$ cat config.mk
export PLATFORM = sky130hd
export DESIGN_NAME = collision_matrix_flat
export DESIGN_NICKNAME = d
export VERILOG_FILES = /design/src/rtl/collision_matrix_pkg.sv /design/src/rtl/collision_matrix_if.sv /design/src/rtl/collision_matrix_hit_event_fifo.sv /design/src/rtl/collision_matrix.sv /design/src/flat_wrapper.sv
export SDC_FILE = /design/constraint.sdc
export NUM_CORES = 1
export LEC_CHECK = 0
export BUFFER_PORTS_ARGS = -buffer_cell sky130_fd_sc_hd__buf_2
export CORE_ASPECT_RATIO = 2
export CORE_MARGIN = 5
export CORE_UTILIZATION = 55
export CTS_CLUSTER_SIZE = 28
export DETAILED_ROUTE_END_ITERATION = 10
export PLACE_DENSITY = 0.76
export SYNTH_ARGS = -nofsm -noshare
export SYNTH_HDL_FRONTEND = slang
export SYNTH_SLANG_ARGS = --single-unit
$ cat constraint.sdc
create_clock -name clk -period 7.8 [get_ports clk]
set_input_delay 0 -clock clk [delete_from_list [all_inputs] [get_ports clk]]
set_output_delay 0 -clock clk [all_outputs]
set_load 0.05 [all_outputs]
$ cat src/rtl/collision_matrix_pkg.sv
// Shared helpers for the collision matrix: pair counting, pair-index to
// object-index mapping and the width of a pair identifier.
package collision_pkg;

  // Number of unordered object pairs for n objects.
  function automatic int num_pairs(input int n);
    return (n * (n - 1)) / 2;
  endfunction

  // Width of a pair identifier; never less than one bit.
  function automatic int pair_w(input int n);
    int np;
    np = num_pairs(n);
    return (np > 1) ? $clog2(np) : 1;
  endfunction

  // First object i of pair p, pairs enumerated (i,j), i<j, lexicographically.
  function automatic int pair_i(input int n, input int p);
    int base;
    int res;
    base = 0;
    res  = 0;
    for (int i = 0; i < 8; i++) begin
      if (i < n - 1) begin
        if ((p >= base) && (p < base + (n - 1 - i))) res = i;
        base = base + (n - 1 - i);
      end
    end
    return res;
  endfunction

  // Second object j of pair p.
  function automatic int pair_j(input int n, input int p);
    int base;
    int res;
    base = 0;
    res  = 1;
    for (int i = 0; i < 8; i++) begin
      if (i < n - 1) begin
        if ((p >= base) && (p < base + (n - 1 - i))) res = i + 1 + (p - base);
        base = base + (n - 1 - i);
      end
    end
    return res;
  endfunction

endpackage

$ cat src/rtl/collision_matrix_if.sv
// Hit-event stream: the matrix presents one pair index per event and the
// consumer takes it with a valid/ready handshake.
interface collision_matrix_if
  import collision_pkg::*;
#(
  parameter int PAIR_W = pair_w(4)
) ();
  logic              evt_valid;
  logic [PAIR_W-1:0] evt_pair;
  logic              evt_ready;

  modport master (output evt_valid, output evt_pair, input evt_ready);
  modport slave  (input evt_valid, input evt_pair, output evt_ready);
endinterface

$ cat src/rtl/collision_matrix_hit_event_fifo.sv
// Small synchronous FIFO holding pair indices of hit events.
// A push into a full FIFO is accepted only when a pop frees a slot that cycle.
module hit_event_fifo #(
  parameter int DEPTH = 4,
  parameter int WIDTH = 3
) (
  input  logic             clk,
  input  logic             resetN,
  input  logic             push,
  input  logic [WIDTH-1:0] push_data,
  input  logic             pop,
  output logic [WIDTH-1:0] pop_data,
  output logic             full,
  output logic             empty
);
  localparam int AW = (DEPTH > 1) ? $clog2(DEPTH) : 1;

  logic [AW:0]      wr_q;
  logic [AW:0]      rd_q;
  logic [WIDTH-1:0] mem_q [DEPTH];
  logic             do_push_s;
  logic             do_pop_s;

  assign empty     = (wr_q == rd_q);
  assign full      = (wr_q[AW] != rd_q[AW]) && (wr_q[AW-1:0] == rd_q[AW-1:0]);
  assign do_pop_s  = pop & ~empty;
  assign do_push_s = push & (~full | do_pop_s);
  // Head is forced to zero while empty so stale storage never shows.
  assign pop_data  = empty ? '0 : mem_q[rd_q[AW-1:0]];

  // Pointer update; pointers carry one wrap bit to tell full from empty.
  always_ff @(posedge clk or negedge resetN) begin
    if (!resetN) begin
      wr_q <= '0;
      rd_q <= '0;
    end else begin
      if (do_push_s) wr_q <= wr_q + {{AW{1'b0}}, 1'b1};
      if (do_pop_s)  rd_q <= rd_q + {{AW{1'b0}}, 1'b1};
    end
  end

  // Storage write; contents are meaningless until the pointers cover them.
  always_ff @(posedge clk) begin
    if (do_push_s) mem_q[wr_q[AW-1:0]] <= push_data;
  end
endmodule

$ cat src/rtl/collision_matrix.sv
// Pairwise collision detector for per-pixel drawing requests: flags each
// object pair once per frame, queues the hit events and counts hits per frame.
module collision_matrix
  import collision_pkg::*;
#(
  parameter int                              NUM_OBJ   = 4,
  parameter logic [num_pairs(NUM_OBJ)-1:0]   PAIR_MASK = '1,
  parameter int                              EDGE_MODE = 0,
  parameter int                              EVT_DEPTH = 4,
  parameter int                              CNT_W     = 8
) (
  input  logic                           clk,
  input  logic                           resetN,
  input  logic                           startOfFrame,
  input  logic [NUM_OBJ-1:0]             draw_req,
  collision_matrix_if.master             evt,
  output logic                           collision,
  output logic [num_pairs(NUM_OBJ)-1:0]  hit_pulse,
  output logic                           evt_overflow,
  output logic [CNT_W-1:0]               frame_hits
);
  localparam int NP = num_pairs(NUM_OBJ);
  localparam int PW = pair_w(NUM_OBJ);
  localparam int SW = CNT_W + 6;
  localparam logic [SW-1:0] CNT_MAX = {6'b000000, {CNT_W{1'b1}}};
  localparam logic [NP-1:0] ONE_P   = NP'(1'b1);

  logic [NP-1:0]    overlap_s, qual_s, prev_eff_s, flag_eff_s, pend_all_s;
  logic [NP-1:0]    flag_q, flag_d, seen_cur_q, seen_cur_d, seen_prev_q, seen_prev_d;
  logic [NP-1:0]    pending_q, pending_d, hit_pulse_q;
  logic [PW-1:0]    push_idx_s;
  logic             push_req_s, fifo_full_s, fifo_empty_s, drop_s, overflow_q;
  logic [SW-1:0]    pc_s, sum_s;
  logic [CNT_W-1:0] sat_s, cnt_q, cnt_d, frame_hits_q, frame_hits_d;

  for (genvar p = 0; p < NP; p++) begin : g_pair
    localparam int PI = pair_i(NUM_OBJ, p);
    localparam int PJ = pair_j(NUM_OBJ, p);
    assign overlap_s[p] = draw_req[PI] & draw_req[PJ] & PAIR_MASK[p];
  end

  assign collision = |overlap_s;

  // Qualify overlaps; at frame start the overlap already belongs to the new frame.
  always_comb begin
    prev_eff_s = seen_prev_q;
    flag_eff_s = flag_q;
    if (startOfFrame) begin
      prev_eff_s  = seen_cur_q;
      flag_eff_s  = '0;
      seen_cur_d  = overlap_s;
      seen_prev_d = seen_cur_q;
    end else begin
      seen_cur_d  = seen_cur_q | overlap_s;
      seen_prev_d = seen_prev_q;
    end
    if (EDGE_MODE != 0) begin
      qual_s = overlap_s & ~flag_eff_s & ~prev_eff_s;
    end else begin
      qual_s = overlap_s & ~flag_eff_s;
    end
    flag_d = flag_eff_s | qual_s;
  end

  // Pick the lowest pending pair for the FIFO and retire it whether or not it fits.
  always_comb begin
    pend_all_s = pending_q | hit_pulse_q;
    push_req_s = |pend_all_s;
    push_idx_s = '0;
    for (int p = NP - 1; p >= 0; p--) begin
      push_idx_s = pend_all_s[p] ? PW'(p) : push_idx_s;
    end
    pending_d = pend_all_s & ~(ONE_P << push_idx_s);
    drop_s    = push_req_s & fifo_full_s & ~evt.evt_ready;
  end

  // Saturating per-frame hit count; the closing frame includes this cycle's pulses.
  always_comb begin
    pc_s = '0;
    for (int p = 0; p < NP; p++) begin
      pc_s = pc_s + SW'(hit_pulse_q[p]);
    end
    sum_s = SW'(cnt_q) + pc_s;
    sat_s = (sum_s > CNT_MAX) ? {CNT_W{1'b1}} : sum_s[CNT_W-1:0];
    if (startOfFrame) begin
      cnt_d        = '0;
      frame_hits_d = sat_s;
    end else begin
      cnt_d        = sat_s;
      frame_hits_d = frame_hits_q;
    end
  end

  // All matrix state; reset drops pending work and history.
  always_ff @(posedge clk or negedge resetN) begin
    if (!resetN) begin
      flag_q       <= '0;
      seen_cur_q   <= '0;
      seen_prev_q  <= '0;
      pending_q    <= '0;
      hit_pulse_q  <= '0;
      overflow_q   <= 1'b0;
      cnt_q        <= '0;
      frame_hits_q <= '0;
    end else begin
      flag_q       <= flag_d;
      seen_cur_q   <= seen_cur_d;
      seen_prev_q  <= seen_prev_d;
      pending_q    <= pending_d;
      hit_pulse_q  <= qual_s;
      overflow_q   <= overflow_q | drop_s;
      cnt_q        <= cnt_d;
      frame_hits_q <= frame_hits_d;
    end
  end

  hit_event_fifo #(
    .DEPTH (EVT_DEPTH),
    .WIDTH (PW)
  ) u_fifo (
    .clk       (clk),
    .resetN    (resetN),
    .push      (push_req_s),
    .push_data (push_idx_s),
    .pop       (evt.evt_ready),
    .pop_data  (evt.evt_pair),
    .full      (fifo_full_s),
    .empty     (fifo_empty_s)
  );

  assign evt.evt_valid = ~fifo_empty_s;
  assign hit_pulse     = hit_pulse_q;
  assign evt_overflow  = overflow_q;
  assign frame_hits    = frame_hits_q;
endmodule

$ cat src/flat_wrapper.sv
// flat-port wrapper written by rule: the top's interface ports become plain ports
module collision_matrix_flat import collision_pkg::*;
#(
  parameter int                              NUM_OBJ   = 4,
  parameter logic [num_pairs(NUM_OBJ)-1:0]   PAIR_MASK = '1,
  parameter int                              EDGE_MODE = 0,
  parameter int                              EVT_DEPTH = 4,
  parameter int                              CNT_W     = 8
)
  (clk, resetN, startOfFrame, draw_req, collision, hit_pulse, evt_overflow, frame_hits, evt_evt_valid, evt_evt_pair, evt_evt_ready);
  collision_matrix_if #(.PAIR_W(3)) evt_i ();
  input  logic clk;
  input  logic resetN;
  input  logic startOfFrame;
  input  logic [NUM_OBJ-1:0] draw_req;
  output logic collision;
  output logic [num_pairs(NUM_OBJ)-1:0] hit_pulse;
  output logic evt_overflow;
  output logic [CNT_W-1:0] frame_hits;
  output wire logic [$bits(evt_i.evt_valid)-1:0] evt_evt_valid;
  output wire logic [$bits(evt_i.evt_pair)-1:0] evt_evt_pair;
  input wire logic [$bits(evt_i.evt_ready)-1:0] evt_evt_ready;
  assign evt_evt_valid = evt_i.evt_valid;
  assign evt_evt_pair = evt_i.evt_pair;
  assign evt_i.evt_ready = evt_evt_ready;
  collision_matrix #(.NUM_OBJ(NUM_OBJ), .PAIR_MASK(PAIR_MASK), .EDGE_MODE(EDGE_MODE), .EVT_DEPTH(EVT_DEPTH), .CNT_W(CNT_W)) u_core (.clk(clk), .resetN(resetN), .startOfFrame(startOfFrame), .draw_req(draw_req), .evt(evt_i), .collision(collision), .hit_pulse(hit_pulse), .evt_overflow(evt_overflow), .frame_hits(frame_hits));
endmodule
==> impl_metrics.py <==
metrics = {
    "run_status": {
        "status": "complete, no violations",
    },
    "sta": {
        "min_period_ns": 3.37,
        "finalMaxSlewViolations": 0,
        "rsz0062_at_grt": "false",
        "setup_slack_ns": 4.43,
        "max_freq_mhz": 297,
        "period_share": 0.432,
        "setup_tns_ns": 0,
        "worst_slew_pin_slew_ns": 0.882,
        "clock_skew_ns": 0.0110,
        "setup_viol": 0,
        "slew_headroom": 0.412,
        "hold_viol": 0,
    },
    "floorplanning": {
        "core_area_um2": 4550,
        "ioPinCount": 28,
        "fp.dieW_um": 58.0,
        "num_rows": 35,
        "die_h_um": 106,
        "initial_core_util": 0.556,
        "die-area_um2": 6140,
    },
    "grt": {
        "met1_usage": 0.180,
        "grt-busiest-layer": "met2",
        "grt_pass1_vias": 1832,
        "grt_overflow_total": 0,
        "use_met3": 0.0292,
        "gr-usage-met2": 0.332,
        "antenna_found_initial": 0,
        "grt_max_degree": 42,
        "grt_first_pass_wirelength_um": 8230,
        "grt_usage": 0.175,
    },
    "power_and_ir_drop": {
        "netSwitchingFraction": 0.419,
        "comb_power_share": 0.428,
        "power_density_nw_per_um2": 344,
        "power.total_w": 0.000994,
        "p_leak_nw": 1.34,
        "max-vdd-ir-drop_uv": 266,
        "power_frac_seq": 0.415,
        "p_clk_frac": 0.157,
        "power.internal_w": 0.000577,
        "power.switching_w": 0.000417,
    },
    "clocking": {
        "cts_tree": "done",
        "cts_made_buffers": 5,
        "cts_resized": 0,
        "cts_max_path_buffers": 2,
        "cts.htree.levels": 2,
        "clk_latency_ns": 0.31,
        "cts.sinks": 53,
        "cts-root-buf": "clkbuf_8",
        "path_clk_slew_ns": 0.10,
    },
    "synthesis": {
        "syn-num-nets": 240,
        "syn_avg_cell_area_um2": 11.7,
        "synth_top_area_frac": 0.405,
        "synth_most_common_cell": "dfrtp_1",
        "synth_common_cells": "dfrtp_1 (41), nor2_1 (25), inv_1 (17)",
        "synth-seq-cells": 53,
        "ys_seq_area_frac": 0.548,
        "synth_edf_count": 12,
        "yosys_warnings": 0,
        "postSynthCellCount": 216,
        "synth_flop_cell": "dfrtp_1",
        "syn_area_um2": 2530,
        "synthArstFlopShare": 0.774,
        "synth.distinct_cells": 47,
        "yosysTopAreaCell": "dfrtp_1",
        "ys_top_cells_by_area": "dfrtp_1 (41%), edfxtp_1 (14%), ha_1 (6.4%), nor2_1 (3.7%), a21oi_1 (2.8%)",
    },
    "routing": {
        "routedWlPerCell_um": 15.2,
        "drt_pre_antenna_iters": 4,
        "wl_um": 4710,
        "drt_iter0_markers": 34,
        "ant_nets": 0,
        "remaining_drc_errors": 0,
        "vias_per_cell": 5.53,
        "route.vias.total": 1713,
    },
    "min_path": {
        "hold_path_depth": 2,
        "hold_start": "startOfFrame",
        "hold_end": "u_core.cnt_q[1]$_DFF_PN0_",
        "worstHoldPathType": "primary input to flip-flop",
    },
    "layout": {
        "final_layout_size_suffix_gt1_frac": 0.192,
        "syn2layout_area_growth_pct": 14.2,
        "final_util": 0.635,
        "nets": 278,
        "diodes": 0,
    },
    "critical_path": {
        "start_kind": "flip-flop",
        "reg2reg_depth": 11,
        "crit_path_top_delay_cell": "fa_1",
        "path_cells": "ha_1 -> inv_1 -> fa_1 -> fa_1 -> inv_1 -> ha_1 -> fa_1 -> a211oi_2 -> nor4_2 -> a21oi_1 -> a21oi_1",
        "cp.required_ns": 7.97,
        "cpPeakStageDelay_ns": 0.49,
        "cp_data_arrival_time_ns": 3.54,
        "ff2ff_setup_slack_ns": 4.43,
        "crit_type": "flip-flop to flip-flop",
        "end_kind": "flip-flop",
        "path_max_fanout": 5,
        "r2r-start": "u_core.hit_pulse[1]$_DFF_PN0_",
        "crit_top_cell": "fa_1",
        "worst_r2r_endpoint": "u_core.frame_hits[3]$_DFFE_PN0P_",
    },
    "placed_design": {
        "gp_congestion": 0.838,
        "dp_slack_ns": 4.45,
        "hpwl_um": 3490,
        "port_buffers": 27,
    },
    "run": {
        "drv_cap": 0,
    },
}
## timing repair
item / CTS / global route
setup buffers: 0 / 0
endpoints found under the hold margin: 55 / 0
hold buffers: 8 / 0
## how the worst max path moves through the flow
stage / from / endpoint / slack [ns] / cells after the start
after floorplan: u_core.hit_pulse[1]$_DFF_PN0_ / u_core.frame_hits[6]$_DFFE_PN0P_ / 4.35 / 11
after detailed placement: u_core.hit_pulse[0]$_DFF_PN0_ / u_core.frame_hits[6]$_DFFE_PN0P_ / 4.45 / 11
after CTS: u_core.hit_pulse[0]$_DFF_PN0_ / u_core.frame_hits[3]$_DFFE_PN0P_ / 4.41 / 11
after global routing: u_core.hit_pulse[0]$_DFF_PN0_ / u_core.frame_hits[3]$_DFFE_PN0P_ / 4.26 / 11
final: u_core.hit_pulse[1]$_DFF_PN0_ / u_core.frame_hits[3]$_DFFE_PN0P_ / 4.43 / 11
after global placement: u_core.hit_pulse[0]$_DFF_PN0_ / u_core.frame_hits[6]$_DFFE_PN0P_ / 4.49 / 11
## state kept, by name, indices dropped and copies added (netlist names)
name                 flops
u_core.flag_q            6
u_core.evt_overflow      1
u_core.u_fifo.wr_q       3
u_core.pending_q         6
u_core.hit_pulse         6
u_core.cnt_q             8
u_core.u_fifo.rd_q       3
u_core.frame_hits        8
u_core.u_fifo.mem_q     12
## power groups by stage
stage	Sequential, W	Clock, W	Combinational, W
2_1_floorplan	0.000448	0	0.000299
3_3_place_gp	0.000414	0	0.000415
3_5_place_dp	0.000420	0	0.000426
4_1_cts	0.000414	0.000163	0.000430
5_1_grt	0.000423	0.000174	0.000468
6_report	0.000413	0.000156	0.000425
## final cells by class
| cell class | instances | area [µm²] |
|---|---|---|
| multi-input cells | 142 | 1060 |
| inverters | 17 | 63.8 |
| clock inverters | 3 | 26.3 |
| clock buffers | 5 | 68.8 |
| well taps | 55 | 68.8 |
| flip-flops and latches | 53 | 1390 |
| fillers | 381 | 1660 |
| repair buffers | 35 | 215 |
## per-layer routing
metal / share of wire / routed length [µm]
met5: 0 / 0
met4: 0.022 / 102
met3: 0.041 / 192
met2: 0.58 / 2730
met1: 0.36 / 1690
## stage by stage
step,hold slack (ns),instance area (µm²),instances
floorplan,-0.296,2530,216
global placement,0.174,2720,294
detailed placement,0.174,2720,294
CTS,0.0969,2890,310
global route,0.127,2890,310
finish,0.109,2890,310
## cell usage in the layout, fill, tap and decap left out, types with 3 or more instances in the layout
cell           instances
dlygate4sd3_1          8
edfxtp_1              12
clkbuf_8               5
and2_1                 3
ha_1                  13
o21ai_0                8
xor2_1                 3
buf_2                 27
nor3_1                 3
and3_1                 6
nor4_2                 3
nand3_1                5
fa_1                   3
inv_1                 17
a21oi_1               14
o21ai_1                4
nor2_1                25
nand2_1               14
dfrtp_1               41
xnor2_1                5
mux4_2                 3
## cell families after synthesis
group           synth area share
buf+inv                   0.0326
other cells              0.00148
flops                      0.548
fa+ha+maj                 0.0919
simple gates               0.151
xor+xnor                  0.0341
compound gates             0.102
mux                       0.0390
## worst max-delay path, delay by kind of cell (launching register included)
kind                     cells  cell delay, ns
flip-flops                   1            0.46
AND/OR/NAND/NOR              1            0.13
adder cells (fa/ha/maj)      5            1.90
buffers and inverters        2            0.08
AO/OA/AOI/OAI                3            0.65
No activity file was read; power rests on OpenSTA's default activity.
